`src/rtl/odd_sweep_controller_pkg.sv`:
```
// Shared types, default widths and helpers for the odd sweep controller.
// Optional Pause input is enabled by defining ODD_SWEEP_PAUSE_EN.
package odd_sweep_pkg;

   typedef enum logic [1:0] {IDLE, LOAD, RUN, DONE} state_t;

   localparam int DEF_N        = 4;
   localparam int DEF_DWELL_W  = 4;
   localparam int DEF_SWEEPS_W = 4;

   function automatic logic is_odd(input logic [31:0] v);
      return (v & 32'd1) != 32'd0;
   endfunction

endpackage

```
`src/rtl/odd_sweep_controller_if.sv`:
```
// Config/status bundle between the register front end (master) and the sweep controller (slave).
// The pause signal exists only when ODD_SWEEP_PAUSE_EN is defined.
interface odd_sweep_if #(
   parameter int N        = odd_sweep_pkg::DEF_N,
   parameter int DWELL_W  = odd_sweep_pkg::DEF_DWELL_W,
   parameter int SWEEPS_W = odd_sweep_pkg::DEF_SWEEPS_W
);
   logic                start;
   logic                abort;
   logic [N-1:0]        low_lim;
   logic [N-1:0]        high_lim;
   logic [DWELL_W-1:0]  dwell;
   logic [SWEEPS_W-1:0] sweeps;
`ifdef ODD_SWEEP_PAUSE_EN
   logic                pause;
`endif
   logic [N-1:0]        q;
   logic                up;
   logic                busy;
   logic                done;
   logic                cfg_err;
   logic [SWEEPS_W-1:0] sweep_cnt;

   modport master (
      output start, abort, low_lim, high_lim, dwell, sweeps,
`ifdef ODD_SWEEP_PAUSE_EN
      output pause,
`endif
      input  q, up, busy, done, cfg_err, sweep_cnt
   );

   modport slave (
      input  start, abort, low_lim, high_lim, dwell, sweeps,
`ifdef ODD_SWEEP_PAUSE_EN
      input  pause,
`endif
      output q, up, busy, done, cfg_err, sweep_cnt
   );
endinterface

```
`src/rtl/odd_sweep_controller_counter.sv`:
```
// Registered N-bit odd counter: loads a start value or steps by +/-2 (mod 2^N); resets to 1.
module odd_step_counter #(
   parameter int N = odd_sweep_pkg::DEF_N
) (
   input  logic         clk,
   input  logic         rst,
   input  logic         load,
   input  logic [N-1:0] load_val,
   input  logic         step,
   input  logic         up,
   output logic [N-1:0] q
);

   always_ff @(posedge clk or posedge rst) begin
      if (rst) begin
         q <= N'(1);
      end else if (load) begin
         q <= load_val;
      end else if (step) begin
         q <= up ? q + N'(2) : q - N'(2);
      end
   end

endmodule

```
`src/rtl/odd_sweep_controller.sv`:
```
// Triangular odd-value sweep sequencer with per-value dwell and sweep counting.
// Define ODD_SWEEP_PAUSE_EN to add a pause input that freezes the sweep in RUN.
import odd_sweep_pkg::*;

module odd_sweep_controller #(
   parameter int N        = DEF_N,
   parameter int DWELL_W  = DEF_DWELL_W,
   parameter int SWEEPS_W = DEF_SWEEPS_W
) (
   input logic        clk,
   input logic        rst,
   odd_sweep_if.slave bus
);

   state_t              state, state_nxt;
   logic [N-1:0]        lo_r, hi_r, q, q_step;
   logic [DWELL_W-1:0]  dwell_r, timer;
   logic [SWEEPS_W-1:0] sweeps_r, sweep_cnt;
   logic                up_r, cfg_err_r, paused, cfg_ok;
   logic                accept, load, run_act, step, hit_hi, hit_lo, last_sweep;
   logic                busy, done;

`ifdef ODD_SWEEP_PAUSE_EN
   assign paused = bus.pause;
`else
   assign paused = 1'b0;
`endif

   assign cfg_ok     = is_odd(32'(bus.low_lim)) && is_odd(32'(bus.high_lim)) &&
                       (bus.low_lim < bus.high_lim);
   assign q_step     = up_r ? q + N'(2) : q - N'(2);
   assign hit_hi     = up_r && (q_step == hi_r);
   assign hit_lo     = !up_r && (q_step == lo_r);
   assign last_sweep = (sweeps_r != '0) && ((sweep_cnt + SWEEPS_W'(1)) == sweeps_r);

   always_ff @(posedge clk or posedge rst) begin
      if (rst) state <= IDLE;
      else     state <= state_nxt;
   end

   always_comb begin
      state_nxt = state;
      case (state)
         IDLE: if (bus.start && !bus.abort && cfg_ok) state_nxt = LOAD;
         LOAD: state_nxt = bus.abort ? IDLE : RUN;
         RUN: begin
            if (bus.abort)                   state_nxt = IDLE;
            else if (step && hit_lo && last_sweep) state_nxt = DONE;
         end
         DONE: state_nxt = IDLE;
         default: state_nxt = IDLE;
      endcase
   end

   always_comb begin
      busy    = (state != IDLE);
      done    = (state == DONE);
      accept  = (state == IDLE) && bus.start && !bus.abort;
      load    = (state == LOAD) && !bus.abort;
      run_act = (state == RUN) && !bus.abort && !paused;
      step    = run_act && (timer == '0);
   end

   always_ff @(posedge clk or posedge rst) begin
      if (rst) begin
         lo_r      <= '0;
         hi_r      <= '0;
         dwell_r   <= '0;
         sweeps_r  <= '0;
         timer     <= '0;
         up_r      <= 1'b1;
         cfg_err_r <= 1'b0;
         sweep_cnt <= '0;
      end else begin
         if (accept) begin
            if (cfg_ok) begin
               lo_r      <= bus.low_lim;
               hi_r      <= bus.high_lim;
               dwell_r   <= bus.dwell;
               sweeps_r  <= bus.sweeps;
               cfg_err_r <= 1'b0;
               sweep_cnt <= '0;
            end else begin
               cfg_err_r <= 1'b1;
            end
         end
         if (load) begin
            up_r  <= 1'b1;
            timer <= dwell_r;
         end
         if (run_act) begin
            if (timer != '0) begin
               timer <= timer - DWELL_W'(1);
            end else begin
               timer <= dwell_r;
               if (hit_hi) begin
                  up_r <= 1'b0;
               end else if (hit_lo) begin
                  // Sweeps=0 lets the count wrap; the final sweep keeps Up low.
                  sweep_cnt <= sweep_cnt + SWEEPS_W'(1);
                  if (!last_sweep) up_r <= 1'b1;
               end
            end
         end
      end
   end

   odd_step_counter #(.N(N)) u_cnt (
      .clk      (clk),
      .rst      (rst),
      .load     (load),
      .load_val (lo_r),
      .step     (step),
      .up       (up_r),
      .q        (q)
   );

   assign bus.q         = q;
   assign bus.up        = up_r;
   assign bus.busy      = busy;
   assign bus.done      = done;
   assign bus.cfg_err   = cfg_err_r;
   assign bus.sweep_cnt = sweep_cnt;

endmodule
```
`src/flat_wrapper.sv`:
```
// flat-port wrapper written by rule: the top's interface ports become plain ports
module odd_sweep_controller_flat 
#(
   parameter int N        = DEF_N,
   parameter int DWELL_W  = DEF_DWELL_W,
   parameter int SWEEPS_W = DEF_SWEEPS_W
)
  (clk, rst, bus_start, bus_abort, bus_low_lim, bus_high_lim, bus_dwell, bus_sweeps, bus_q, bus_up, bus_busy, bus_done, bus_cfg_err, bus_sweep_cnt);
  odd_sweep_if #(.N(N), .DWELL_W(DWELL_W), .SWEEPS_W(SWEEPS_W)) bus_i ();
  input logic clk;
  input logic rst;
  input wire logic [$bits(bus_i.start)-1:0] bus_start;
  input wire logic [$bits(bus_i.abort)-1:0] bus_abort;
  input wire logic [$bits(bus_i.low_lim)-1:0] bus_low_lim;
  input wire logic [$bits(bus_i.high_lim)-1:0] bus_high_lim;
  input wire logic [$bits(bus_i.dwell)-1:0] bus_dwell;
  input wire logic [$bits(bus_i.sweeps)-1:0] bus_sweeps;
  output wire logic [$bits(bus_i.q)-1:0] bus_q;
  output wire logic [$bits(bus_i.up)-1:0] bus_up;
  output wire logic [$bits(bus_i.busy)-1:0] bus_busy;
  output wire logic [$bits(bus_i.done)-1:0] bus_done;
  output wire logic [$bits(bus_i.cfg_err)-1:0] bus_cfg_err;
  output wire logic [$bits(bus_i.sweep_cnt)-1:0] bus_sweep_cnt;
  assign bus_i.start = bus_start;
  assign bus_i.abort = bus_abort;
  assign bus_i.low_lim = bus_low_lim;
  assign bus_i.high_lim = bus_high_lim;
  assign bus_i.dwell = bus_dwell;
  assign bus_i.sweeps = bus_sweeps;
  assign bus_q = bus_i.q;
  assign bus_up = bus_i.up;
  assign bus_busy = bus_i.busy;
  assign bus_done = bus_i.done;
  assign bus_cfg_err = bus_i.cfg_err;
  assign bus_sweep_cnt = bus_i.sweep_cnt;
  odd_sweep_controller #(.N(N), .DWELL_W(DWELL_W), .SWEEPS_W(SWEEPS_W)) u_core (.clk(clk), .rst(rst), .bus(bus_i));
endmodule
```
`config.mk`:
```
export PLATFORM = sky130hd
export DESIGN_NAME = odd_sweep_controller_flat
export DESIGN_NICKNAME = d
export VERILOG_FILES = /design/src/rtl/odd_sweep_controller_pkg.sv /design/src/rtl/odd_sweep_controller_if.sv /design/src/rtl/odd_sweep_controller_counter.sv /design/src/rtl/odd_sweep_controller.sv /design/src/flat_wrapper.sv
export SDC_FILE = /design/constraint.sdc
export NUM_CORES = 1
export LEC_CHECK = 0
export CAP_MARGIN = 20
export CORE_MARGIN = 3
export CORE_UTILIZATION = 35
export CTS_CLUSTER_SIZE = 10
export DETAILED_ROUTE_END_ITERATION = 7
export GPL_TIMING_DRIVEN = 1
export RECOVER_POWER = 25
export SKIP_CTS_REPAIR_TIMING = 1
export SLEW_MARGIN = 25
export SYNTH_ARGS = -nofsm -noshare
export SYNTH_HDL_FRONTEND = slang
export SYNTH_SLANG_ARGS = --single-unit
```
`constraint.sdc`:
```
create_clock -name clk -period 6.1 [get_ports clk]
set_input_delay 1.22 -clock clk [delete_from_list [all_inputs] [get_ports clk]]
set_output_delay 1.22 -clock clk [all_outputs]
set_load 0.01 [all_outputs]
```
==> flow_summary.ini <==
[worst_setup_path]
worst_path_largest_cell_delay_ns = 0.46
critPathMaxFanout = 25
crit_chain = clkdlybuf4s50_1 -> inv_1 -> ha_1 -> o21a_1 -> o21ai_0 -> nand3_2 -> mux2_2
criticalPathCategory = input pin to register
endpoint_kind = register
critical_path.slowest_cell = sky130_fd_sc_hd__clkdlybuf4s50_1
timing.critical_path.required_ns = 6.26
arrival_ns = 3.24
critPathLaunchType = input pin

[status]
status = finished with violations
violations_in_the_final_reports = max-capacitance violations, max-slew violations

[worst_hold_path]
worstHoldPathType = register to register

[routing]
post_drt_via_cell_ratio = 4.74
antenna_violating_nets_post_route = 0
number_of_drc_markers_after_the_initial_detailed_route_iteration = 30
wl_per_cell_um = 13.1
dr.pass1.iters = 4
detail_route.drc_violations = 0
routed-via-count = 1228
route.final.wire_length_mm = 3.39

[sta]
setup_viol_count_final = 0
finalWorstSetupSlack_ns = 3.03
final_max_slew_viol_count = 33
finalSetupTns_ns = 0
final_hold_viol_count = 0
timing.slew.headroom_pct = -15.0
final_period_minus_worst_setup_slack_ns = 3.07
max_slew.worst_pin.slew_ns = 1.72
timing.clock.skew_ns = 0.00568
fin_worst_hold_slack_ns = 0.497
max_clock_freq_mhz = 325
period_share_pct = 50.4
rsz_0062_raised_after_global_routing = false

[flow_run]
max-cap-violations = 1

[floorplanning]
fp-row-count = 24
boundaryPins = 32
dieHeight_um = 76.1
floorplan.die.width_um = 76.1
design.core.area_um2 = 4530
initial_utilization_pct = 38.0
die_area_um2 = 5800

[finish]
antenna_cells = 0
final_nets = 219
fraction_of_final_layout_cells_with_drive_strength_greater_than_1_pct = 16.5
area.growth.synth_to_final_pct = 27.7
final_cell_mix = sky130_fd_sc_hd__clkdlybuf4s50_1, sky130_fd_sc_hd__dfrtp_1, sky130_fd_sc_hd__nand2_1

[clocking]
clkSlewWorstSetupHoldPaths_ns = 0.07
clock_path_buffers = 2
cts.htree.levels = 2
worst_skew_pair.late_latency_ns = 0.28
numClockSinks = 32
cts_root_buf = sky130_fd_sc_hd__clkbuf_8
tritoncts_clock_tree = yes
tritoncts.num_buffers = 5

[yosys]
synth-seq-cells = 32
synth_fp_nets = 185
netlist-cell-type-count = 39
post_synth_inst_count = 159
yosys_warnings = 0
synth_async_sr_flop_share_pct = 100
post_synth.cell_area_avg_um2 = 10.8
ys.flop_type = sky130_fd_sc_hd__dfrtp_1
mappedNetlistArea_um2 = 1720
synth_edf_count = 0
sequential_cell_area_fraction_in_the_yosys_report_pct = 46.7

[global_routing]
antenna_found_initial = 0
grt_pass1_vias = 1277
grt_usage_pct = 12.5
grt_overflow_total = 0
grt_max_degree = 33
global_route_wire_length_before_repair_mm = 5.91

[place]
place_hpwl_mm = 2.50
io_buffer_count = 31
detailedPlace.worstSlack_ns = 2.70
gpl.final_weighted_congestion = 0.760

[pwr]
power_density_nw_per_um2 = 366
vdd_drop_max_uv = 160
power.leakage_nw = 0.946
worst max-delay path, delay by kind of cell:
kind / cells / cell delay [ns]
simple gates: 1 / 0.44
fa+ha+maj: 1 / 0.28
mux: 1 / 0.44
buf+inv: 2 / 0.51
compound gates: 2 / 0.35
layout make-up:
| cell class | count | area [µm²] |
|---|---|---|
| Clock buffer | 5 | 68.8 |
| Clock inverter | 3 | 42.5 |
| Fill cell | 421 | 2340 |
| Inverter | 10 | 37.5 |
| Multi-Input combinational cell | 112 | 851 |
| Sequential cell | 32 | 803 |
| Tap cell | 65 | 81.3 |
| Timing Repair Buffer | 32 | 314 |
flip-flops by register name, indices dropped and copies added, names as in the netlist:
signal and count:
u_core.bus.sweep_cnt 4, u_core.dwell_r 4, u_core.timer 4, u_core.state 2
u_core.bus.cfg_err 1, u_core.bus.up 1, u_core.hi_r 4, u_core.sweeps_r 4
u_core.u_cnt.q 4, u_core.lo_r 4
routing by layer:
layer  routed length [µm]  vias to the layer above  global-route usage (%)
li1                     -                      623                       -
met1                 1610                      577                    16.4
met2                 1600                       24                    19.9
met3                  160                        4                    3.66
met4                   24                        0                    4.17
met5                    0                        -                       0
cells by family after synthesis:
family / after synthesis / synth area share (%)
AOI/OAI and AO/OA: 25 / 9.88
muxes: 13 / 8.36
and+or+nand+nor: 52 / 18.2
xor gates and xnor gates: 16 / 8.14
buffers and inverters: 15 / 3.92
DFF: 32 / 46.7
adders and majority gates: 6 / 4.80
power by group:
part | internal (mW) | switching [mW] | leakage [nW]
clock | 0.121 | 0.0786 | 0.0541
combinational | 0.147 | 0.131 | 0.496
sequential | 0.270 | 0.0556 | 0.395
total | 0.539 | 0.265 | 0.946
synth_stat cells, drive strengths merged, types with 2 or more instances:
cell,count,area (µm²)
dfstp,2,52.6
a221o,2,20.0
o221a,3,33.8
nand4,2,12.5
ha,5,62.6
mux2i,2,20.0
or2,2,12.5
buf,4,26.3
a21oi,4,20.0
xor2,7,61.3
inv,10,37.5
dfrtp,30,751
nor2,10,45.0
xnor2,9,78.8
o21a,2,15.0
nand3,8,45.0
or3b,3,26.3
nor3,5,36.3
mux2,11,124
nand2,13,48.8
nand2b,3,18.8
o21ai,10,50.0
nor3b,2,15.0
stage by stage:
step,instance area (µm²),utilization [%],power [mW],cells
after global routing,2200,48.5,0.858,259
final,2200,48.5,0.804,259
after detailed placement,2090,46.1,0.611,251
after floorplan,1720,-,0.522,159
after CTS,2200,48.6,0.815,259
after global placement,2090,46.1,0.601,251
path summary, 6_finish.rpt:
| check | start | slack, ns | endpoint | cells after the start |
|---|---|---|---|---|
| min in group asynchronous | rst | 1.98 | u_core.sweeps_r[1] | 3 |
| min reg2reg | u_core.u_cnt.q[0] | 0.50 | u_core.u_cnt.q[0] | 2 |
| max | bus_high_lim[1] | 3.03 | u_core.lo_r[1] | 7 |
| min | u_core.u_cnt.q[0] | 0.50 | u_core.u_cnt.q[0] | 2 |
| max in group asynchronous | rst | 3.12 | u_core.u_cnt.q[1] | 3 |
| max reg2reg | u_core.u_cnt.q[1] | 3.83 | u_core.bus.sweep_cnt[2] | 7 |
Note: power is estimated with default switching activity, not from simulation.
